$ cat config.mk
export PLATFORM = sky130hd
export DESIGN_NAME = piezo_note_sequencer_flat
export DESIGN_NICKNAME = d
export VERILOG_FILES = /design/src/rtl/piezo_note_sequencer_if.sv /design/src/rtl/piezo_note_sequencer.sv /design/src/flat_wrapper.sv
export SDC_FILE = /design/constraint.sdc
export NUM_CORES = 1
export LEC_CHECK = 0
export CAP_MARGIN = 20
export CORE_AREA = 2 2 85 63
export DETAILED_ROUTE_END_ITERATION = 10
export DIE_AREA = 0 0 87 65
export GPL_ROUTABILITY_DRIVEN = 0
export PLACE_DENSITY = 0.82
export SLEW_MARGIN = 5
export SYNTH_ARGS = -nofsm -noshare
export SYNTH_HDL_FRONTEND = slang
export SYNTH_SLANG_ARGS = --single-unit
$ cat constraint.sdc
create_clock -name clk -period 2.7 [get_ports clk]
set_input_delay 0.405 -clock clk [delete_from_list [all_inputs] [get_ports clk]]
set_output_delay 0.405 -clock clk [all_outputs]
set_load 0.01 [all_outputs]
$ cat src/rtl/piezo_note_sequencer_if.sv
// Sound-effect request handshake between the requesters and the note sequencer.
// The master drives valid/code, and the sequencer answers with ready.
interface piezo_note_sequencer_if;
  logic       req_valid;
  logic [3:0] req_code;
  logic       req_ready;

  modport master (
    output req_valid,
    output req_code,
    input  req_ready
  );

  modport slave (
    input  req_valid,
    input  req_code,
    output req_ready
  );
endinterface

$ cat src/rtl/piezo_note_sequencer.sv
// Four-note piezo effect sequencer with a one-deep pending slot.
// A warning effect (code 12) pre-empts any other effect.
module piezo_note_sequencer #(
  parameter int NOTE_TICKS = 250000,
  parameter int GAP_TICKS  = 50000,
  parameter int CNT_W      = 20
) (
  input  logic                   clk,
  input  logic                   rst,
  piezo_note_sequencer_if.slave  rq,
  output logic [3:0]             note_state,
  output logic [2:0]             note_played,
  output logic                   busy,
  output logic                   done
);

  typedef enum logic [1:0] {
    S_IDLE,
    S_PLAY,
    S_GAP
  } state_e;

  localparam logic [CNT_W-1:0] NOTE_LAST =
    CNT_W'(NOTE_TICKS - 1);
  localparam logic [CNT_W-1:0] GAP_LAST =
    CNT_W'((GAP_TICKS > 0) ? GAP_TICKS - 1 : 0);
  localparam logic [3:0] WARN = 4'd12;
  localparam logic [CNT_W-1:0] CNT_ONE = CNT_W'(1);

  state_e           state_q, state_d;
  logic [2:0]       note_q, note_d;
  logic [CNT_W-1:0] cnt_q, cnt_d;
  logic [3:0]       code_q, code_d;
  logic             pend_v_q, pend_v_d;
  logic [3:0]       pend_q, pend_d;
  logic [2:0]       played_q, played_d;
  logic             busy_q, busy_d;
  logic             done_q, done_d;

  logic is_warn;
  logic code_ok;
  logic acc;
  logic seq_end;

  assign is_warn = (rq.req_code == WARN);
  assign code_ok = (rq.req_code != 4'd0) &&
                   (rq.req_code <= WARN);
  assign rq.req_ready = (state_q == S_IDLE) ||
                        !pend_v_q || is_warn;
  // Invalid codes are accepted but never acted on.
  assign acc = rq.req_valid && rq.req_ready && code_ok;
  assign seq_end = (state_q == S_PLAY) &&
                   (note_q == 3'd4) &&
                   (cnt_q == NOTE_LAST);

  always_comb begin
    state_d  = state_q;
    note_d   = note_q;
    cnt_d    = cnt_q;
    code_d   = code_q;
    pend_v_d = pend_v_q;
    pend_d   = pend_q;
    unique case (state_q)
      S_IDLE: begin
        if (acc) begin
          state_d = S_PLAY;
          note_d  = 3'd1;
          cnt_d   = '0;
          code_d  = rq.req_code;
        end
      end
      S_PLAY: begin
        if (cnt_q != NOTE_LAST) begin
          cnt_d = cnt_q + CNT_ONE;
        end else if (note_q != 3'd4) begin
          cnt_d = '0;
          if (GAP_TICKS == 0) begin
            note_d = note_q + 3'd1;
          end else begin
            state_d = S_GAP;
          end
        end else if (pend_v_q) begin
          note_d   = 3'd1;
          cnt_d    = '0;
          code_d   = pend_q;
          pend_v_d = 1'b0;
        end else if (acc && !is_warn) begin
          note_d = 3'd1;
          cnt_d  = '0;
          code_d = rq.req_code;
        end else begin
          state_d = S_IDLE;
          note_d  = 3'd0;
          cnt_d   = '0;
          code_d  = 4'd0;
        end
      end
      S_GAP: begin
        if (cnt_q != GAP_LAST) begin
          cnt_d = cnt_q + CNT_ONE;
        end else begin
          state_d = S_PLAY;
          note_d  = note_q + 3'd1;
          cnt_d   = '0;
        end
      end
      default: begin
        state_d = S_IDLE;
      end
    endcase

    // Requests arriving while busy: pre-empt or park in the slot.
    if ((state_q != S_IDLE) && acc) begin
      if (is_warn) begin
        if (code_q != WARN) begin
          state_d  = S_PLAY;
          note_d   = 3'd1;
          cnt_d    = '0;
          code_d   = WARN;
          pend_v_d = pend_v_q;
        end
      end else if (!(seq_end && !pend_v_q)) begin
        pend_v_d = 1'b1;
        pend_d   = rq.req_code;
      end
    end

    played_d = (state_d == S_PLAY) ? note_d : 3'd0;
    busy_d   = (state_d != S_IDLE);
    done_d   = (state_d == S_PLAY) &&
               (note_d == 3'd4) &&
               (cnt_d == NOTE_LAST);
  end

  always_ff @(posedge clk or negedge rst) begin
    if (!rst) begin
      state_q  <= S_IDLE;
      note_q   <= 3'd0;
      cnt_q    <= '0;
      code_q   <= 4'd0;
      pend_v_q <= 1'b0;
      pend_q   <= 4'd0;
      played_q <= 3'd0;
      busy_q   <= 1'b0;
      done_q   <= 1'b0;
    end else begin
      state_q  <= state_d;
      note_q   <= note_d;
      cnt_q    <= cnt_d;
      code_q   <= code_d;
      pend_v_q <= pend_v_d;
      pend_q   <= pend_d;
      played_q <= played_d;
      busy_q   <= busy_d;
      done_q   <= done_d;
    end
  end

  assign note_state  = code_q;
  assign note_played = played_q;
  assign busy        = busy_q;
  assign done        = done_q;

endmodule

$ cat src/flat_wrapper.sv
// flat-port wrapper written by rule: the top's interface ports become plain ports
module piezo_note_sequencer_flat 
#(
  parameter int NOTE_TICKS = 250000,
  parameter int GAP_TICKS  = 50000,
  parameter int CNT_W      = 20
)
  (clk, rst, note_state, note_played, busy, done, rq_req_valid, rq_req_code, rq_req_ready);
  piezo_note_sequencer_if rq_i ();
  input  logic clk;
  input  logic rst;
  output logic [3:0] note_state;
  output logic [2:0] note_played;
  output logic busy;
  output logic done;
  input wire logic [$bits(rq_i.req_valid)-1:0] rq_req_valid;
  input wire logic [$bits(rq_i.req_code)-1:0] rq_req_code;
  output wire logic [$bits(rq_i.req_ready)-1:0] rq_req_ready;
  assign rq_i.req_valid = rq_req_valid;
  assign rq_i.req_code = rq_req_code;
  assign rq_req_ready = rq_i.req_ready;
  piezo_note_sequencer #(.NOTE_TICKS(NOTE_TICKS), .GAP_TICKS(GAP_TICKS), .CNT_W(CNT_W)) u_core (.clk(clk), .rst(rst), .rq(rq_i), .note_state(note_state), .note_played(note_played), .busy(busy), .done(done));
endmodule
==> impl_metrics.env <==
export IMPL_cp_slowest_cell="or4b_4"
export IMPL_grt_max_degree=40
export IMPL_hpwl_um=5530
export IMPL_cp_required_ns=2.90
export IMPL_clockBufferDepth=2
export IMPL_ys_ff_latch=39
export IMPL_slew_violations=0
export IMPL_vdd_drop_max_v=0.000594
export IMPL_leakagePower_nw=1.42
export IMPL_grt_pass1_wl_um=12500
export IMPL_switching_share_pct=35.1
export IMPL_dpl_worst_slack_ns=-0.398
export IMPL_numPortBuffers=16
export IMPL_grt_pass1_vias=2466
export IMPL_path_common_cell="nor4_2"
export IMPL_fin_tns_setup_ns=-0.151
export IMPL_area_growth_pct=31.9
export IMPL_pwr_share_seq_pct=35.3
export IMPL_multiInputGateArea_mm2=0.00143
export IMPL_synth_simple_area_share_pct=31.1
export IMPL_timing_final_crit_share_pct=106
export IMPL_startpoint="u_core.cnt_q[16]"
export IMPL_outcome="finished, violations left"
export IMPL_timing_rr_start="u_core.cnt_q[16]"
export IMPL_internal_power_mw=1.60
export IMPL_synth_top_family_by_area="simple AND/OR/NAND/NOR gates"
export IMPL_gr_usage_met3_pct=7.64
export IMPL_clk_pin_slew_worst_paths_ns=0.08
export IMPL_core_area_mm2=0.00493
export IMPL_cts_sinks=39
export IMPL_syn_area_per_cell_um2=8.72
export IMPL_die_area_mm2=0.00566
export IMPL_die_h_um=65
export IMPL_dp_cells=405
export IMPL_clock_root_buffer="clkbuf_8"
export IMPL_power_switching_uw=865
export IMPL_initial_core_util_pct=50.1
export IMPL_ant_nets=0
export IMPL_synthFlopType="dfrtp_1"
export IMPL_grtUsageMet1_pct=41.4
export IMPL_fmax_ghz=0.351
export IMPL_routed_wl_um=7560
export IMPL_rsz0062_at_grt="true"
export IMPL_syn_inst=283
export IMPL_max_cap_viol_count=0
export IMPL_mostFrequentLayoutCell="buf_4"
export IMPL_crit_buf_inv=0
export IMPL_finalSetupViolations=1
export IMPL_power_mw=2.46
export IMPL_setup_worst_path_start_class="flop"
export IMPL_fillers=366
export IMPL_synth_mux_area_share_pct=2.23
export IMPL_drt_initial_drc_count=257
export IMPL_crit_arrival_ns=3.05
export IMPL_seq_area_frac_synth_pct=39.6
export IMPL_end_kind="flop"
export IMPL_seqCellArea_um2=976
export IMPL_instances_no_fill=414
export IMPL_synth_edf_count=0
export IMPL_path_class="reg -> reg"
export IMPL_hold_viol_final=0
export IMPL_dr_pass1_iters=5
export IMPL_via_per_inst=6.46
export IMPL_critical_path_top_delay_family="simple AND/OR/NAND/NOR gates"
export IMPL_layout_common_cells="buf_4 (59), dfrtp_1 (39), nand2_1 (35), nor2_1 (23), nand3_1 (16)"
export IMPL_num_rows=22
export IMPL_antenna_diode_count=0
export IMPL_slowest_delay_ns=0.55
export IMPL_gr_usage_met2_pct=41.8
export IMPL_synth_adder_area_share_pct=1.52
export IMPL_postSynth_asyncResetShare_pct=100
export IMPL_design_area_mm2=0.00325
export IMPL_skew_ns=0.00996
export IMPL_grt_use_total_pct=28.6
export IMPL_max_slew_margin_pct=41.3
export IMPL_grt_antenna_before_repair=0
export IMPL_fin_ws_ns=-0.151
export IMPL_nets=363
export IMPL_htreeDepth=2
export IMPL_hold_path_class="in -> async"
export IMPL_utilization_pct=66.0
export IMPL_fp_dieW_um=87
export IMPL_finalCriticalPeriod_ns=2.85
export IMPL_cts_hold_repair_buffers=0
export IMPL_combPwrFrac_pct=40.8
export IMPL_vias=2675
export IMPL_failed_checks="setup timing"
export IMPL_path_max_fanout=5
export IMPL_hold_slack_ns=0.219
export IMPL_synth_xor_area_share_pct=1.42
export IMPL_synth_compound_area_share_pct=20.3
export IMPL_wl_per_cell_um=18.3
export IMPL_cts_buffers=5
export IMPL_cts_tree="built"
export IMPL_top_usage_layer="met2"
export IMPL_placed_area_mm2=0.00308
export IMPL_synth_nets=293
export IMPL_ios=17
export IMPL_tightest_slew_ns=0.881
export IMPL_clkPwrFrac_pct=23.9
export IMPL_route_detailed_drc=0
export IMPL_grt_overflow=0
export IMPL_clk_latency_ns=0.30
export IMPL_yosysWarnings=0
export IMPL_syn_area_mm2=0.00247
export IMPL_path_cells="or4b_4, or3_4, o21ai_4, a21oi_4, a221o_1, nor4_2, nand4_1, nor4_2"
export IMPL_drive_above_1_share_pct=25.4
export IMPL_ys_types=55
export IMPL_powerDensity_mw_per_mm2=757
## cell families after synthesis
family | Yosys count
adders and majority gates | 3
DFF | 39
and+or+nand+nor | 142
AOI/OAI and AO/OA | 69
muxes | 5
xor gates and xnor gates | 4
buffers and inverters | 21
## routing by layer
metal / wire, um / vias to the layer above
met5: 0 / -
met4: 123 / 0
li1: - / 1202
met3: 928 / 20
met1: 3190 / 1265
met2: 3320 / 188
## sequential cells by signal (all words and copies together), names as in the netlist
register            count
u_core.cnt_q           20
u_core.note_state       4
u_core.pend_q           4
u_core.note_played      3
u_core.note_q           3
u_core.state_q          2
u_core.busy             1
u_core.done             1
u_core.pend_v_q         1
## layout make-up
| type | count | area share (%) |
|---|---|---|
| clock inverters | 2 | 1.85 |
| flip-flops and latches | 39 | 30.0 |
| inverters | 8 | 0.923 |
| repair buffers | 76 | 18.7 |
| multi-input cells | 223 | 44.0 |
| well taps | 60 | 2.31 |
| clock buffers | 6 | 2.23 |
## final timing paths
check	end	slack, ns	cells after the start
hold reg to reg	u_core.pend_q[2]	0.51	1
min in group clk	u_core.pend_q[2]	0.51	1
setup / recovery	u_core.done	-0.15	8
hold / removal	u_core.cnt_q[16]	0.22	1
setup reg to reg	u_core.done	-0.15	8
max in group asynchronous	u_core.cnt_q[10]	1.92	1
## cells in the mapped netlist, types with 4 or more instances
master    count  area [um^2]
dfrtp_1      39          976
nand2_1      35          131
nor2_1       24         90.1
nand3_1      16         80.1
a21oi_1      13         65.1
o21ai_0      11         55.1
nor3_1       10         50.1
a31oi_1       8         50.1
clkbuf_1      8         30.0
inv_1         8         30.0
nor4_1        8         50.1
and3_1        6         37.5
nand4_1       6         37.5
a21o_1        5         37.5
a22oi_1       5         37.5
and2_1        5         31.3
nand2b_1      5         31.3
or3_1         5         31.3
a41oi_1       4         35.0
mux2_2        4         45.0
## what timing repair did
action                     in CTS  in global routing
gates cloned                    0                  0
pin swaps                       2                  1
setup endpoints to repair       1                  2
buffers inserted                1                  0
gates resized for setup         1                  6
## power by group through the flow
stage	Sequential, mW	Combinational [mW]	Clock (mW)
after floorplan	0.870	0.519	0
after global placement	0.866	0.927	0
after detailed placement	0.872	0.955	0
after CTS	0.862	0.972	0.591
after global routing	0.886	1.09	0.608
final	0.870	1.00	0.589
No activity file was read; power rests on OpenSTA's default activity.
